==> src/rtl/if_stage_pkg.sv <==
// if_stage_pkg: shared constants for the fetch stage and the ID decode feeding it.
//   PC_RESET_DEF / IMEM_AW_DEF : default reset PC and instruction ROM word-address width
//   NOP                        : encoding latched into IF/ID on reset (sll $0,$0,0)
//   OP_* / FUNCT_*             : opcodes the ID decode uses to raise br_op/j_op/jr_op
//   npc_sel_e                  : next-PC source select
//   br_offset                  : sign-extended, word-scaled branch displacement
package if_stage_pkg;

  localparam logic [31:0] PC_RESET_DEF = 32'h0000_3000;
  localparam int unsigned IMEM_AW_DEF  = 10;
  localparam logic [31:0] NOP          = 32'h0000_0000;

  localparam logic [5:0] OP_SPECIAL  = 6'b000000;
  localparam logic [5:0] OP_REGIMM   = 6'b000001;
  localparam logic [5:0] OP_J        = 6'b000010;
  localparam logic [5:0] OP_JAL      = 6'b000011;
  localparam logic [5:0] OP_BEQ      = 6'b000100;
  localparam logic [5:0] OP_BNE      = 6'b000101;
  localparam logic [5:0] FUNCT_JR    = 6'b001000;
  localparam logic [5:0] FUNCT_JALR  = 6'b001001;

  typedef enum logic [1:0] {
    NPC_SEQ = 2'd0,
    NPC_BR  = 2'd1,
    NPC_J   = 2'd2,
    NPC_JR  = 2'd3
  } npc_sel_e;

  function automatic logic [31:0] br_offset(input logic [15:0] imm);
    return {{14{imm[15]}}, imm, 2'b00};
  endfunction

endpackage

==> src/rtl/if_stage_npc.sv <==
// if_stage_npc: combinational next-PC mux and target adders.
//   pc_f_i      : current fetch PC           pc_d_i      : PC of instruction in ID
//   valid_d_i   : ID holds a real instruction (controls ignored otherwise)
//   br_op_i/judge_i/br_imm_i : conditional branch control, taken flag, imm16
//   j_op_i/j_index_i         : j/jal control and instr_index
//   jr_op_i/jr_target_i      : jr/jalr control and forwarded rs value
//   npc_o       : PC to load on the next unstalled edge
module if_stage_npc
  import if_stage_pkg::*;
(
  input  logic [31:0] pc_f_i,
  input  logic [31:0] pc_d_i,
  input  logic        valid_d_i,
  input  logic        br_op_i,
  input  logic        judge_i,
  input  logic [15:0] br_imm_i,
  input  logic        j_op_i,
  input  logic [25:0] j_index_i,
  input  logic        jr_op_i,
  input  logic [31:0] jr_target_i,
  output logic [31:0] npc_o
);

  logic [31:0] seq;
  logic [31:0] br_tgt;
  logic [31:0] j_tgt;
  npc_sel_e    sel;

  assign seq    = pc_f_i + 32'd4;
  // Branch and jump targets are relative to the delay-slot address region (PC_D).
  assign br_tgt = pc_d_i + 32'd4 + br_offset(br_imm_i);
  assign j_tgt  = {pc_d_i[31:28], j_index_i, 2'b00};

  // Fixed priority jr > j > taken branch > sequential; resolves multi-hot controls too.
  always_comb begin
    sel = NPC_SEQ;
    if (valid_d_i) begin
      if (jr_op_i)                 sel = NPC_JR;
      else if (j_op_i)             sel = NPC_J;
      else if (br_op_i && judge_i) sel = NPC_BR;
    end
  end

  always_comb begin
    npc_o = seq;
    case (sel)
      NPC_JR:  npc_o = jr_target_i;
      NPC_J:   npc_o = j_tgt;
      NPC_BR:  npc_o = br_tgt;
      default: npc_o = seq;
    endcase
  end

endmodule

==> src/rtl/if_stage.sv <==
// if_stage: instruction fetch PC register plus IF/ID pipeline register.
//   clk, reset (sync, active-high), stall (freeze PC and IF/ID)
//   judge/br_op/br_imm, j_op/j_index, jr_op/jr_target : redirect controls from ID
//   imem_addr  : ROM word address (combinational)   imem_instr : ROM data, same cycle
//   IR_D, PC_D, valid_D : IF/ID register            PC8_D : PC_D + 8 link value
//   PC_F       : current fetch PC
// Branch delay slot is architectural: the instruction fetched alongside a
// redirect is always latched, so there is no flush path.
module if_stage
  import if_stage_pkg::*;
#(
  parameter logic [31:0] PC_RESET = PC_RESET_DEF,
  parameter int unsigned IMEM_AW  = IMEM_AW_DEF
) (
  input  logic               clk,
  input  logic               reset,
  input  logic               stall,
  input  logic               judge,
  input  logic               br_op,
  input  logic [15:0]        br_imm,
  input  logic               j_op,
  input  logic [25:0]        j_index,
  input  logic               jr_op,
  input  logic [31:0]        jr_target,
  output logic [IMEM_AW-1:0] imem_addr,
  input  logic [31:0]        imem_instr,
  output logic [31:0]        IR_D,
  output logic [31:0]        PC_D,
  output logic [31:0]        PC8_D,
  output logic               valid_D,
  output logic [31:0]        PC_F
);

  logic [31:0] pc_f_q, pc_f_d;
  logic [31:0] ir_d_q;
  logic [31:0] pc_d_q;
  logic        valid_d_q;
  logic [31:0] pc_ofs;

  if_stage_npc u_npc (
    .pc_f_i      (pc_f_q),
    .pc_d_i      (pc_d_q),
    .valid_d_i   (valid_d_q),
    .br_op_i     (br_op),
    .judge_i     (judge),
    .br_imm_i    (br_imm),
    .j_op_i      (j_op),
    .j_index_i   (j_index),
    .jr_op_i     (jr_op),
    .jr_target_i (jr_target),
    .npc_o       (pc_f_d)
  );

  // Reset beats stall and redirects; stall holds all fetch state.
  always_ff @(posedge clk) begin
    if (reset) begin
      pc_f_q    <= PC_RESET;
      ir_d_q    <= NOP;
      pc_d_q    <= 32'h0;
      valid_d_q <= 1'b0;
    end else if (!stall) begin
      pc_f_q    <= pc_f_d;
      ir_d_q    <= imem_instr;
      pc_d_q    <= pc_f_q;
      valid_d_q <= 1'b1;
    end
  end

  // Byte offset into the text segment; low bits dropped, high bits wrap the ROM.
  assign pc_ofs    = pc_f_q - PC_RESET;
  assign imem_addr = IMEM_AW'(pc_ofs >> 2);

  assign PC_F    = pc_f_q;
  assign IR_D    = ir_d_q;
  assign PC_D    = pc_d_q;
  assign PC8_D   = pc_d_q + 32'd8;
  assign valid_D = valid_d_q;

endmodule
==> config.mk <==
export PLATFORM = sky130hd
export DESIGN_NAME = if_stage
export DESIGN_NICKNAME = d
export VERILOG_FILES = /design/src/rtl/if_stage_pkg.sv /design/src/rtl/if_stage_npc.sv /design/src/rtl/if_stage.sv
export SDC_FILE = /design/constraint.sdc
export NUM_CORES = 1
export LEC_CHECK = 0
export BUFFER_PORTS_ARGS = -buffer_cell sky130_fd_sc_hd__buf_2
export CAP_MARGIN = 20
export CELL_PAD_IN_SITES_DETAIL_PLACEMENT = 0
export CELL_PAD_IN_SITES_GLOBAL_PLACEMENT = 2
export CORE_MARGIN = 3
export CORE_UTILIZATION = 26
export CTS_CLUSTER_SIZE = 8
export DETAILED_ROUTE_END_ITERATION = 8
export PLACE_DENSITY = 0.77
export SYNTH_ARGS = -nofsm -noshare
export SYNTH_HDL_FRONTEND = slang
export SYNTH_SLANG_ARGS = --single-unit
==> constraint.sdc <==
create_clock -name clk -period 2.8 [get_ports clk]
set_input_delay 0.14 -clock clk [delete_from_list [all_inputs] [get_ports clk]]
set_output_delay 0.14 -clock clk [all_outputs]
set_load 0.02 [all_outputs]
==> results.md <==
* Slew @ Worst Pin at about 800 ps
* Startpoint types: flop
* Ratio of cells with drive above 1 in the final layout at between 30% and 40%
* Pwr Total at 0.004205 W
* Synth Flop Type: dfxtp_1
* Critical Path AT at 3030 ps
* Hold Slack at between 9 and 10 ps
* Post-DRT Antenna Nets at 0
* CTS Buffer Depth at 2
* Die Span X at about 170 um
* CTS tree: done
* Max-cap viol count at 0
* Hold depth at 3
* Critical path type: reg2reg
* Crit path largest cell delay at approximately 350 ps
* #FFs+latches synth at 97
* Max Fclk at roughly 0.36 GHz
* R2R Path End: PC_F[31]$_SDFFE_PP0N_
* Grt ovf at 0
* Crit share post-route at between 90 and 100%
* Final GP Congestion at approximately 0.84
* DRC viols at 0
* CTS buffer count at 9
* Number of global-route vias before repair at between 7k and 8k
* Most common cell after layout, fill and taps aside: buf_2
* Crit. End Element: flop
* Placement Rows at 60
* Worst path top cell family by delay: compound AO/OA/AOI/OAI gates
* Initial Util at a little over a quarter
* CP Data Required Time at roughly 3000 ps
* Critical-path cell list: ha_4 > ha_4 > inv_2 > fa_2 > nand2b_4 > a211oi_4 > o21bai_2 > a211oi_2 > a31oi_2 > a221o_1 > o2bb2ai_2
* Clk root buf: clkbuf_16
* I/O pins at 252
* Hold endpoint: IR_D[16]$_SDFFE_PP0N_
* P_sw at roughly 0.0014 W
* Initial antenna violation count at 3
* Gr usage total at a little under a fifth
* Input/output buffers at approximately 250
* Final wirelength at between 20000 and 30000 um
* Crit path max fanout at 3
* CP most frequent cell: ha_4
* Mean post-synth cell area at around 8.2 um2
* Sw Ratio at 34.03%
* Seq pwr share at about 36%
* Leak Pwr at 4.797 nW
* Synth Instances at 880
* Worst path bufs/invs at 1
* Post-synth EDFFs at 0
* Hold Startpoint: imem_instr[16]
* Wire per inst at ~18 um
* Synth Warn # at 0
* Commonest non-fill, non-tap cells in the layout: buf_2, nor2_1, dfxtp_1
* Mapped Nets at ~1.1k
* Largest net degree at the start of global routing at 75
* Register area share after synthesis at 26.95%
* Rel. slew slack at a little under half
* Worst path slowest cell: fa_2
* Worst min-delay path category: in2reg
* RSZ-0062 raised after global routing: true
* CTS sink cnt at 97
* Int Power at 0.002774 W
* Cell variety after synth at 68
* Detailed Routing Iterations Pass 1 at 5
* Outcome: finished clean
* Final nets at approximately 1.4k
* Post-DP Area at approximately 0.0093 mm2
* Syn-to-layout area delta at 41.00%
* Clk_lat worst skew at ~370 ps
* Via density at roughly 4.9
* Power per cell area at 413.9 mW/mm2
* Post-DP HPWL at slightly above 20000 um
* Worst VDD drop at about 0.00024 V
* Crit path time final at roughly 2800 ps
* Synth Cell Area at about 0.007 mm2
* Final Cell Area at approximately 0.010 mm2
* FF-to-FF setup slack at about 27 ps
* Setup violators final at 0
* Clock skew at 12.38 ps
* Die Height at 172.5 um
* Die ar. at slightly below 0.03 mm2
* First-pass GRT wire length at between 40000 and 50000 um
* Final Max Slew Viols at 0
* Initial DRC count at between 400 and 500
* DR vias at 7697
* Ys async rst share at 0%
* Clock slew at the register clock pins of the worst setup and hold paths at 90 ps
* CTS H-Tree Depth at 3
* Final Hold Vio Count at 0
* Core footprint at around 0.027 mm2
* Clock Power Share at between 30% and 40%
* Worst reg-to-reg path cell count at 11
* Combinational power share at 28.1%
* Worst flop-to-flop path startpoint: PC_D[3]$_SDFFE_PP0N_
* FILL cells at about 2.9k
-- kinds of logic after synthesis --
kind of cell	Yosys count	synth area share (%)
flip-flops	97	26.95
buffers and inverters	88	5.713
adder cells (fa/ha/maj)	60	10.52
AND/OR/NAND/NOR	310	21.29
AO/OA/AOI/OAI	196	18.70
multiplexers	66	9.168
XOR/XNOR	63	7.658
-- repair_timing --
item / CTS / global route
hold buffers: 23 / 1
endpoints found under the setup margin: 14 / 22
pin swaps: 6 / 16
gates resized for setup: 15 / 41
buffers inserted: 0 / 2
endpoints found under the hold margin: 23 / 1
-- metrics by stage --
step / TNS (ps) / instances / utilization [%] / setup slack (ps)
2_1_floorplan: 0 / 880 / - / 14.05
3_3_place_gp: -204.4 / 1529 / 34.33 / -101.2
3_5_place_dp: -502.8 / 1529 / 34.33 / -181.8
4_1_cts: 0 / 1568 / 36.68 / 8.209
5_1_grt: -228.4 / 1571 / 37.48 / -120.1
6_report: 0 / 1572 / 37.49 / 27.46
-- worst max-delay path by stage --
stage	from	end	cells after the start
2_1_floorplan	PC_D[3]$_SDFFE_PP0N_	PC_F[31]$_SDFFE_PP0N_	11
3_3_place_gp	PC_D[3]$_SDFFE_PP0N_	PC_F[31]$_SDFFE_PP0N_	11
3_5_place_dp	PC_D[3]$_SDFFE_PP0N_	PC_F[31]$_SDFFE_PP0N_	11
4_1_cts	PC_D[9]$_SDFFE_PP0N_	PC8_D[26]	9
5_1_grt	PC_D[3]$_SDFFE_PP0N_	PC_F[31]$_SDFFE_PP0N_	11
6_report	PC_D[3]$_SDFFE_PP0N_	PC_F[31]$_SDFFE_PP0N_	11
-- power by group through the flow --
stage	sequential, W	combinational [W]	clock [W]
CTS	0.00153	0.00115	0.00155
floorplan	0.00166	0.000569	0
finish	0.00153	0.00118	0.00150
global route	0.00154	0.00130	0.00158
detailed placement	0.00156	0.00111	0
global placement	0.00156	0.00111	0
-- per-layer routing --
| metal | GRT usage (%) | share of wire (%) | up-vias |
|---|---|---|---|
| met5 | 0 | 0.12 | - |
| met4 | 4.339 | 1.2 | 6 |
| met3 | 3.338 | 5.6 | 31 |
| met2 | 30.60 | 47 | 210 |
| met1 | 24.30 | 46 | 3630 |
| li1 | - | - | 3820 |
-- worst min-delay path: stages --
cell and delay (ps):
buf_2 70, mux2i_1 60, nor2_1 70
-- synthesized netlist by cell type, drive strengths merged (28+ instances only) --
library cell	number	share of area (%)
mux2i	66	9.2
a221oi	28	3.4
clkbuf	32	2.0
o21ai	33	2.3
nand2	52	2.7
inv	28	1.5
xnor2	45	5.5
nor2	119	6.2
nand3	31	2.4
a21oi	58	4.1
buf	28	2.3
ha	59	10
dfxtp	97	27
-- layout make-up --
cell class | instances | area, um2 | area share, %
multi-input combinational | 695 | 5120 | 50.39
timing repair buffer | 363 | 2178 | 21.44
sequential | 97 | 1944 | 19.14
tap | 372 | 465.4 | 4.581
clock buffer | 9 | 225.2 | 2.217
clock inverter | 7 | 118.9 | 1.170
inverter | 28 | 105.1 | 1.034
antenna | 1 | 2.502 | 0.02463
-- state kept, by name (all words and copies together), names as in the netlist --
| name | cells |
|---|---|
| IR_D | 32 |
| PC_F | 32 |
| PC_D | 32 |
| valid_D | 1 |
Power figures use the tool's default switching activity.
